[src/rtl/timer_pkg.sv]
// Shared register map and bit positions for the bus-mapped interval timer.
package timer_pkg;

  localparam logic [2:0] OFF_CNT_LO   = 3'd0;
  localparam logic [2:0] OFF_CNT_HI   = 3'd1;
  localparam logic [2:0] OFF_RLD_LO   = 3'd2;
  localparam logic [2:0] OFF_RLD_HI   = 3'd3;
  localparam logic [2:0] OFF_CTRL     = 3'd4;
  localparam logic [2:0] OFF_STATUS   = 3'd5;
  localparam logic [2:0] OFF_PRESCALE = 3'd6;
  localparam logic [2:0] OFF_RSVD     = 3'd7;

  localparam int CTRL_EN    = 0;
  localparam int CTRL_AUTO  = 1;
  localparam int CTRL_IRQEN = 2;
  localparam int CTRL_LOAD  = 3;

  localparam int STATUS_EXP = 0;

  // The window is 8 bytes, so only address bits above the offset are compared.
  function automatic logic win_hit(input logic [15:0] addr, input logic [15:0] base);
    return addr[15:3] == base[15:3];
  endfunction

endpackage

[src/rtl/bus_timer_if.sv]
// Processor bus bundle between the core (master) and the timer (slave).
interface bus_timer_if;
  logic [15:0] address;
  logic [7:0]  wr_data;
  logic        wr_enable;
  logic [7:0]  rd_data;
  logic        rd_sel;

  modport master (output address, output wr_data, output wr_enable,
                  input  rd_data, input  rd_sel);
  modport slave  (input  address, input  wr_data, input  wr_enable,
                  output rd_data, output rd_sel);
endinterface

[src/rtl/timer_prescaler.sv]
// Clock divider: emits a single-cycle tick every (prescale + 1) enabled clocks.
module timer_prescaler (
  input  logic       clk,
  input  logic       reset,
  input  logic       en,
  input  logic       clr,
  input  logic [7:0] prescale,
  output logic       tick
);

  logic [7:0] ps;

  assign tick = en && (ps == prescale);

  // Held at zero while disabled so the first period after enabling is full length.
  always_ff @(posedge clk) begin
    if (reset) begin
      ps <= 8'd0;
    end else if (!en || clr || tick) begin
      ps <= 8'd0;
    end else begin
      ps <= ps + 8'd1;
    end
  end

endmodule

[src/rtl/bus_timer.sv]
// Memory-mapped 16-bit interval timer with prescaler, auto-reload and level IRQ.
module bus_timer
  import timer_pkg::*;
#(
  parameter logic [15:0] BASE_ADDR  = 16'hD000,
  parameter logic [15:0] RELOAD_RST = 16'hFFFF
) (
  input  logic        clk,
  input  logic        reset,
  bus_timer_if.slave  bus,
  output logic        irq
);

  logic [15:0] count;
  logic [15:0] reload;
  logic [7:0]  shadow_hi;
  logic [7:0]  prescale;
  logic        en;
  logic        auto_rld;
  logic        irqen;
  logic        exp_flag;
  logic        tick;

  logic        hit_p0;
  logic        wr_hit_p0;
  logic        rd_hit_p0;
  logic [2:0]  off_p0;
  logic        load_p0;
  logic        ctrl_wr_p0;
  logic        expire_p0;
  logic        en_nxt;
  logic        irqen_nxt;
  logic        exp_nxt;
  logic [7:0]  rd_mux_p0;

  timer_prescaler u_prescaler (
    .clk      (clk),
    .reset    (reset),
    .en       (en),
    .clr      (load_p0),
    .prescale (prescale),
    .tick     (tick)
  );

  // Stage p0: address decode and next-state selection for control bits.
  always_comb begin
    hit_p0     = win_hit(bus.address, BASE_ADDR);
    off_p0     = bus.address[2:0];
    wr_hit_p0  = hit_p0 && bus.wr_enable;
    rd_hit_p0  = hit_p0 && !bus.wr_enable;
    ctrl_wr_p0 = wr_hit_p0 && (off_p0 == OFF_CTRL);
    load_p0    = ctrl_wr_p0 && bus.wr_data[CTRL_LOAD];
    // A LOAD in the same cycle overrides whatever the tick would have done.
    expire_p0  = tick && (count == 16'd0) && !load_p0;

    en_nxt    = en;
    irqen_nxt = irqen;
    if (ctrl_wr_p0) begin
      en_nxt    = bus.wr_data[CTRL_EN];
      irqen_nxt = bus.wr_data[CTRL_IRQEN];
    end else if (expire_p0 && !auto_rld) begin
      en_nxt = 1'b0;
    end

    exp_nxt = exp_flag;
    if (expire_p0) begin
      exp_nxt = 1'b1;
    end else if (wr_hit_p0 && (off_p0 == OFF_STATUS) && bus.wr_data[STATUS_EXP]) begin
      exp_nxt = 1'b0;
    end

    rd_mux_p0 = 8'h00;
    case (off_p0)
      OFF_CNT_LO:   rd_mux_p0 = count[7:0];
      OFF_CNT_HI:   rd_mux_p0 = shadow_hi;
      OFF_RLD_LO:   rd_mux_p0 = reload[7:0];
      OFF_RLD_HI:   rd_mux_p0 = reload[15:8];
      OFF_CTRL:     rd_mux_p0 = {5'b0, irqen, auto_rld, en};
      OFF_STATUS:   rd_mux_p0 = {7'b0, exp_flag};
      OFF_PRESCALE: rd_mux_p0 = prescale;
      OFF_RSVD:     rd_mux_p0 = 8'h00;
      default:      rd_mux_p0 = 8'h00;
    endcase
  end

  // Stage p1: register file, countdown and registered bus outputs.
  always_ff @(posedge clk) begin
    if (reset) begin
      count       <= 16'd0;
      shadow_hi   <= 8'd0;
      reload      <= RELOAD_RST;
      prescale    <= 8'd0;
      en          <= 1'b0;
      auto_rld    <= 1'b0;
      irqen       <= 1'b0;
      exp_flag    <= 1'b0;
      irq         <= 1'b0;
      bus.rd_data <= 8'd0;
      bus.rd_sel  <= 1'b0;
    end else begin
      en       <= en_nxt;
      irqen    <= irqen_nxt;
      exp_flag <= exp_nxt;
      irq      <= exp_nxt && irqen_nxt;

      if (ctrl_wr_p0) begin
        auto_rld <= bus.wr_data[CTRL_AUTO];
      end
      if (wr_hit_p0 && (off_p0 == OFF_RLD_LO)) begin
        reload[7:0] <= bus.wr_data;
      end
      if (wr_hit_p0 && (off_p0 == OFF_RLD_HI)) begin
        reload[15:8] <= bus.wr_data;
      end
      if (wr_hit_p0 && (off_p0 == OFF_PRESCALE)) begin
        prescale <= bus.wr_data;
      end

      if (load_p0) begin
        count <= reload;
      end else if (tick) begin
        if (count != 16'd0) begin
          count <= count - 16'd1;
        end else if (auto_rld) begin
          count <= reload;
        end
      end

      // Reading the low byte freezes the high byte so a two-byte read is coherent.
      if (rd_hit_p0 && (off_p0 == OFF_CNT_LO)) begin
        shadow_hi <= count[15:8];
      end

      bus.rd_sel  <= rd_hit_p0;
      bus.rd_data <= rd_hit_p0 ? rd_mux_p0 : 8'h00;
    end
  end

endmodule

[src/flat_wrapper.sv]
// flat-port wrapper written by rule: the top's interface ports become plain ports
module bus_timer_flat import timer_pkg::*;
#(
  parameter logic [15:0] BASE_ADDR  = 16'hD000,
  parameter logic [15:0] RELOAD_RST = 16'hFFFF
)
  (clk, reset, irq, bus_address, bus_wr_data, bus_wr_enable, bus_rd_data, bus_rd_sel);
  bus_timer_if bus_i ();
  input  logic clk;
  input  logic reset;
  output logic irq;
  input wire logic [$bits(bus_i.address)-1:0] bus_address;
  input wire logic [$bits(bus_i.wr_data)-1:0] bus_wr_data;
  input wire logic [$bits(bus_i.wr_enable)-1:0] bus_wr_enable;
  output wire logic [$bits(bus_i.rd_data)-1:0] bus_rd_data;
  output wire logic [$bits(bus_i.rd_sel)-1:0] bus_rd_sel;
  assign bus_i.address = bus_address;
  assign bus_i.wr_data = bus_wr_data;
  assign bus_i.wr_enable = bus_wr_enable;
  assign bus_rd_data = bus_i.rd_data;
  assign bus_rd_sel = bus_i.rd_sel;
  bus_timer #(.BASE_ADDR(BASE_ADDR), .RELOAD_RST(RELOAD_RST)) u_core (.clk(clk), .reset(reset), .bus(bus_i), .irq(irq));
endmodule
[config.mk]
export PLATFORM = sky130hd
export DESIGN_NAME = bus_timer_flat
export DESIGN_NICKNAME = d
export VERILOG_FILES = /design/src/rtl/timer_pkg.sv /design/src/rtl/bus_timer_if.sv /design/src/rtl/timer_prescaler.sv /design/src/rtl/bus_timer.sv /design/src/flat_wrapper.sv
export SDC_FILE = /design/constraint.sdc
export NUM_CORES = 1
export LEC_CHECK = 0
export ABC_AREA = 0
export CORE_ASPECT_RATIO = 0.5
export CORE_UTILIZATION = 59
export CTS_BUF_LIST = sky130_fd_sc_hd__clkbuf_8
export CTS_CLUSTER_DIAMETER = 120
export DETAILED_ROUTE_END_ITERATION = 8
export DONT_BUFFER_PORTS = 1
export HOLD_SLACK_MARGIN = 0.02
export PLACE_DENSITY = 0.77
export SLEW_MARGIN = 25
export SYNTH_ARGS = -nofsm -noshare
export SYNTH_HDL_FRONTEND = slang
export SYNTH_SLANG_ARGS = --single-unit
[constraint.sdc]
create_clock -name clk -period 2.22 [get_ports clk]
set_input_delay 0.444 -clock clk [delete_from_list [all_inputs] [get_ports clk]]
set_output_delay 0.444 -clock clk [all_outputs]
set_load 0.01 [all_outputs]
# ---- After elaboration in Yosys (flattened, before gate mapping)
# Index checks and enable logic that the tools add are counted.
dict set report classes {
  n_addsub 2
  n_eq_ne 9
  n_mux 10
  bitwise 1
  n_reduce_logical 30
}
# operator n
set ops {}
lappend ops {{16-bit two-way mux} 4}
lappend ops {{8-bit one-hot mux with 8 select lines} 1}
lappend ops {{16-bit zero test} 1}
lappend ops {{16-bit nonzero test} 1}
lappend ops {{16-bit by 1-bit subtractor with 16-bit output (second input constant)} 1}
lappend ops {{1-bit logical AND} 15}
lappend ops {{13-bit equality test (second input constant)} 1}
lappend ops {{3-bit equality test (second input constant)} 4}
lappend ops {{8-bit by 1-bit adder with 8-bit output (second input constant)} 1}
lappend ops {{8-bit equality test} 1}
lappend ops {{3-bit by 2-bit equality test with 1-bit output (second input constant)} 2}
lappend ops {{1-bit two-way mux} 5}
lappend ops {{1-bit zero test} 4}
lappend ops {{2-bit nonzero test} 2}
lappend ops {{2-bit OR reduction} 2}
lappend ops {{3-bit by 1-bit equality test with 1-bit output (second input constant)} 1}
lappend ops {{3-bit zero test} 1}
lappend ops {{3-bit nonzero test} 1}
lappend ops {{1-bit logical OR} 2}
lappend ops {{2-bit AND reduction} 1}
lappend ops {{1-bit NOT} 1}
dict set report word_totals {
  ff_bits 70
  inputBits 27
  out_inout_bits 10
  wordCells 65
}

# ---- Logic depth before layout (Yosys ltp)
dict set report logic_depth {
  depth_word 9
  depth_mapped 9
  depth_no_buf 8
}

# ---- Modules after synthesis
# Synthesis repeated with hierarchy kept, for this count alone.
dict set report hier_totals {
  cells_unflattened 417
  area_unflattened_um2 3711.1
}
# mod n_inst cells_each area_each_um2
set by_module_without_submodules {}
lappend by_module_without_submodules {bus_timer 1 372 3306.9}
lappend by_module_without_submodules {timer_prescaler 1 45 404.1}

# ---- Worst setup path after synthesis
# OpenSTA, ideal clock, no wires.
dict set report synth_timing {
  path_type {input -> register}
  startpoint {input port bus_address[10]}
  endpoint {register u_core.reload[10]}
  setup_ps 129
  t_arrival_ps 2170
  t_required_ps 2091
  path_slack_ps -79
  cell_stages 7
  cell_sequence {or4b_1 nor4_2 buf_4 nand2_2 nor2_2 mux2i_1 nand2_1}
}
dict set report synth_via {
  elab_chain_len 3
}
# item line_no
set synth_lines {}
lappend synth_lines {{from (decl)} flat_wrapper.sv:12} ;# input wire logic [$bits(bus_i.address)-1:0] bus_address;
lappend synth_lines {{13-bit equality test} timer_pkg.sv:22} ;# return addr[15:3] == base[15:3];
lappend synth_lines {{1-bit logical AND} bus_timer.sv:49} ;# wr_hit_p0 = hit_p0 && bus.wr_enable;
lappend synth_lines {{1-bit logical AND} bus_timer.sv:112} ;# if (wr_hit_p0 && (off_p0 == OFF_RLD_HI)) begin
lappend synth_lines {{to (signal assigned)} bus_timer.sv:113} ;# reload[15:8] <= bus.wr_data;
lappend synth_lines {{to (decl)} bus_timer.sv:15} ;# logic [15:0] reload;
# Every way passes these cells.
# A chain may end at the register's enable or synchronous reset.

# ---- Worst setup path in the final report
dict set report layout_timing {
  startpoint {register u_core.count[0]}
  endpoint {register u_core.count[13]}
}
dict set report layout_via {
  elab_chain_len 4
  elab_cells_between_ends 7
  classes_between {add/sub: 1; mux: 3; reduce/logical: 3}
}
# item line_no
set layout_lines {}
lappend layout_lines {{from (decl)} bus_timer.sv:14} ;# logic [15:0] count;
lappend layout_lines {{from (signal assigned)} bus_timer.sv:120} ;# count <= reload;
lappend layout_lines {{from (signal assigned)} bus_timer.sv:123} ;# count <= count - 16'd1;
lappend layout_lines {{from (signal assigned)} bus_timer.sv:125} ;# count <= reload;
lappend layout_lines {{16-bit by 1-bit subtractor with 16-bit output / 16-bit nonzero test (equally long branches)} {bus_timer.sv:123, bus_timer.sv:122}}
lappend layout_lines {{16-bit two-way mux} bus_timer.sv:122} ;# if (count != 16'd0) begin
lappend layout_lines {{16-bit two-way mux} bus_timer.sv:121} ;# end else if (tick) begin
lappend layout_lines {{16-bit two-way mux} bus_timer.sv:119} ;# if (load_p0) begin
# Parallel ways exist; a longest one is shown, timed or not. The select of a mux whose other input is x is not followed.

==> results.md <==
- Fin cells: 528
- Largest family of logic cells by synthesized area: simple AND/OR/NAND/NOR gates
- GR Overflow Total: 0
- Switching share of power: 21.4%
- TritonCTS clock tree: done
- XOR/XNOR share of the synthesized area: 3.48%
- Syn nets: 443
- Routed Wire Length: 11,100 um
- Fmax: 0.458 GHz
- Avg Inst Size Synth: 8.53 um2
- Gr usage total: 37.2%
- Worst slew margin: 61.9%
- Sequential power share: 50.9%
- Num CTS Buffers: 9
- Placement row count: 19
- Synth Register Bits: 70
- Clock buffer depth: 2
- Clock latency on the worst-skew pair: 0.36 ns
- Setup Viol. Count Final: 0
- Routed length per instance: 21.0 um
- Fin. Hold Viols: 0
- Post-DP Area: 3940 um2
- CTS H-tree lvls: 3
- Mux cell area share after synthesis: 11.3%
- Final Core Density: 74.6%
- Area share of the largest cell type after synthesis: 39.8%
- Initial DRC Count: 419
- Layout cell share with drive strength beyond 1: 19.6%
- Tcrit/Tclk final: 98.3%
- Mapped Cells: 413
- Largest net degree at the start of global routing: 38
- Startpoint type of the worst setup path: flip-flop
- Clk pwr share: 45.9%
- Starting Density: 62.8%
- Nets@finish: 481
- Die area: 6300 um2
- Ant diodes: 0
- Total of max-cap violations: 0
- Post-Synth Simple-Gate Area: 24.6%
- Post-synth cell types: 53
- Initial antenna violation count: 0
- Die Wd: 111 um
- Setup WS post-layout: 0.0387 ns
- Worst Path Arrival: 2.42 ns
- Setup CP Type: reg2reg
- Compound-cell area share of the yosys netlist: 16.1%
- Reg clk slew, reported paths: 0.07 ns
- Final Skew: 0.0103 ns
- Final design area excluding fillers: 4190 um2
- Power share of the combinational group: 3.2%
- Dpl ws: -0.0808 ns
- Core area: 5610 um2
- Final Wtd Congestion: 1.03
- # Post-CTS Setup Buffers: 0
- Synth-to-Final Area Change: 18.9%
- DRC viols: 12
- Hold Slack: 0.147 ns
- Vias: 3,424
- Pint: 1.94 mW
- Number of I/O port buffers: 0
- Yosys warns: 0
- Final Total Pwr: 2.46 mW
- Hold WC Path Type: in2reg
- TNS Setup: 0 ns
- Die Height: 56.6 um
- Via-per-instance ratio: 6.48
- Top-count cell post-synth: dfxtp_1
- Slew Limit Fails: 0
- First-pass GRT wire length: 17,300 um
- Power density cells: 588 nW/um2
- Area leader, netlist: dfxtp_1
- Failing checks: DRC
- Worst setup EP type: flip-flop
- Worst IR Drop VDD: 0.000567 V
- Worst slew pin tran: 0.572 ns
- Detailed Routing Iterations Pass 1: 8
- DP HPWL: 8280 um
- Status: complete, but fails checks
- ANT nets after route: 0
- I/O pin cnt: 37
- FFs w/ async S/R, synth: 0%
- NetSw: 0.528 mW
- Min cycle time layout: 2.18 ns
- Clk root buf: clkbuf_8
- CTS sink cnt: 70
- Lkg Pwr: 1.73 nW
- Synthesized-area fraction occupied by adder cells: 1.07%
- Synth area leaders: dfxtp_1 40%, mux2i_1 9.7%, nor2_1 4.6%, nand2_1 4.5%, a21oi_1 3.1%
- Vias in the first global route: 3,211
- Mapped Area: 3520 um2
- Post-synth EDFFs: 0
- List of most frequent post-synthesis cells: 70 x dfxtp_1, 43 x nor2_1, 42 x nand2_1
- Worst Path Required: 2.46 ns
- Hold buffer count at cts: 0
- Sequential area share after synthesis: 39.8%
- Placed cell count: 513
- Critical-path maximum fanout: 4
- Ys flop type: dfxtp_1
-- layout by cell type (no fill, tap or decap), types with 3 or more instances in the layout --
cell      instances
nand3_1          18
mux2_2            5
a211o_1           4
and2_1            3
a22oi_1           6
inv_1            10
o211ai_1         10
nor2_1           42
ha_1              3
o21ai_0          12
and3_1            7
a21o_1            3
a31oi_1           5
o31a_1            3
buf_4            49
clkbuf_8         10
a21oi_1          20
nor3_1           17
mux2i_1          34
nand2_1          42
nor4_1           10
o21ai_1           3
nand4_1           4
xnor2_1           3
xor2_1           11
nor3b_1           3
o211a_1           4
dfxtp_1          68
-- path summary, 6_finish.rpt --
kind	from	end	slack (ns)	cells past startpoint
max	u_core.count[0]	u_core.count[13]	0.04	7
min	reset	u_core.count[14]	0.15	1
max reg2reg	u_core.count[0]	u_core.count[13]	0.04	7
min reg2reg	u_core.shadow_hi[6]	u_core.shadow_hi[6]	0.51	2
-- critical path, cell delays in order (launching register included) --
cell and delay (ns):
dfxtp_2 0.34, or4_4 0.56, or3_4 0.37, buf_4 0.16
nor4_2 0.20, o21ai_1 0.08, a32oi_1 0.25, o2bb2ai_1 0.10
-- registers in the layout (all words and copies together) (netlist names) --
| name | cells |
|---|---|
| u_core.count | 16 |
| u_core.reload | 16 |
| u_core.bus.rd_data | 8 |
| u_core.prescale | 8 |
| u_core.shadow_hi | 8 |
| u_core.u_prescaler.ps | 8 |
| u_core.auto_rld | 1 |
| u_core.bus.rd_sel | 1 |
| u_core.en | 1 |
| u_core.exp_flag | 1 |
| u_core.irq | 1 |
| u_core.irqen | 1 |
-- power by group through the flow --
stage | combinational (mW) | sequential [mW] | clock (mW)
after CTS | 0.0747 | 1.25 | 1.14
after global placement | 0.0722 | 1.28 | 0
after detailed placement | 0.0729 | 1.28 | 0
after floorplan | 0.0669 | 1.28 | 0
final | 0.0795 | 1.25 | 1.13
after global routing | 0.0822 | 1.25 | 1.18
-- cell families (layout without fill, tap and decap cells) --
kind of cell,count (synthesis),count (layout)
AOI/OAI and AO/OA,84,84
buffers and inverters,32,74
muxes,39,39
and+or+nand+nor,171,171
adders and majority gates,3,3
DFF,70,70
xor gates and xnor gates,14,14
-- timing repair --
item | 4_1_cts | 5_1_grt
resized for setup | 4 | 10
endpoints found under the setup margin | 4 | 13
pin swaps | 2 | 4
-- final cells by class --
class / instances / area [um2]
fillers: 426 / 1420
well taps: 73 / 91.3
flip-flops and latches: 70 / 1400
clock inverters: 5 / 76.3
multi-input cells: 311 / 2040
inverters: 8 / 30.0
repair buffers: 51 / 408
clock buffers: 10 / 138
-- routing by layer --
layer  vias up  global-route usage, %  routed length (um)
met2       211                   55.1                4590
met4         0                   9.27                 140
met5         -                      0                   0
li1       1578                      -                   -
met3        19                   16.6                1630
met1      1616                   49.5                4750
No activity file was read; power rests on OpenSTA's default activity.
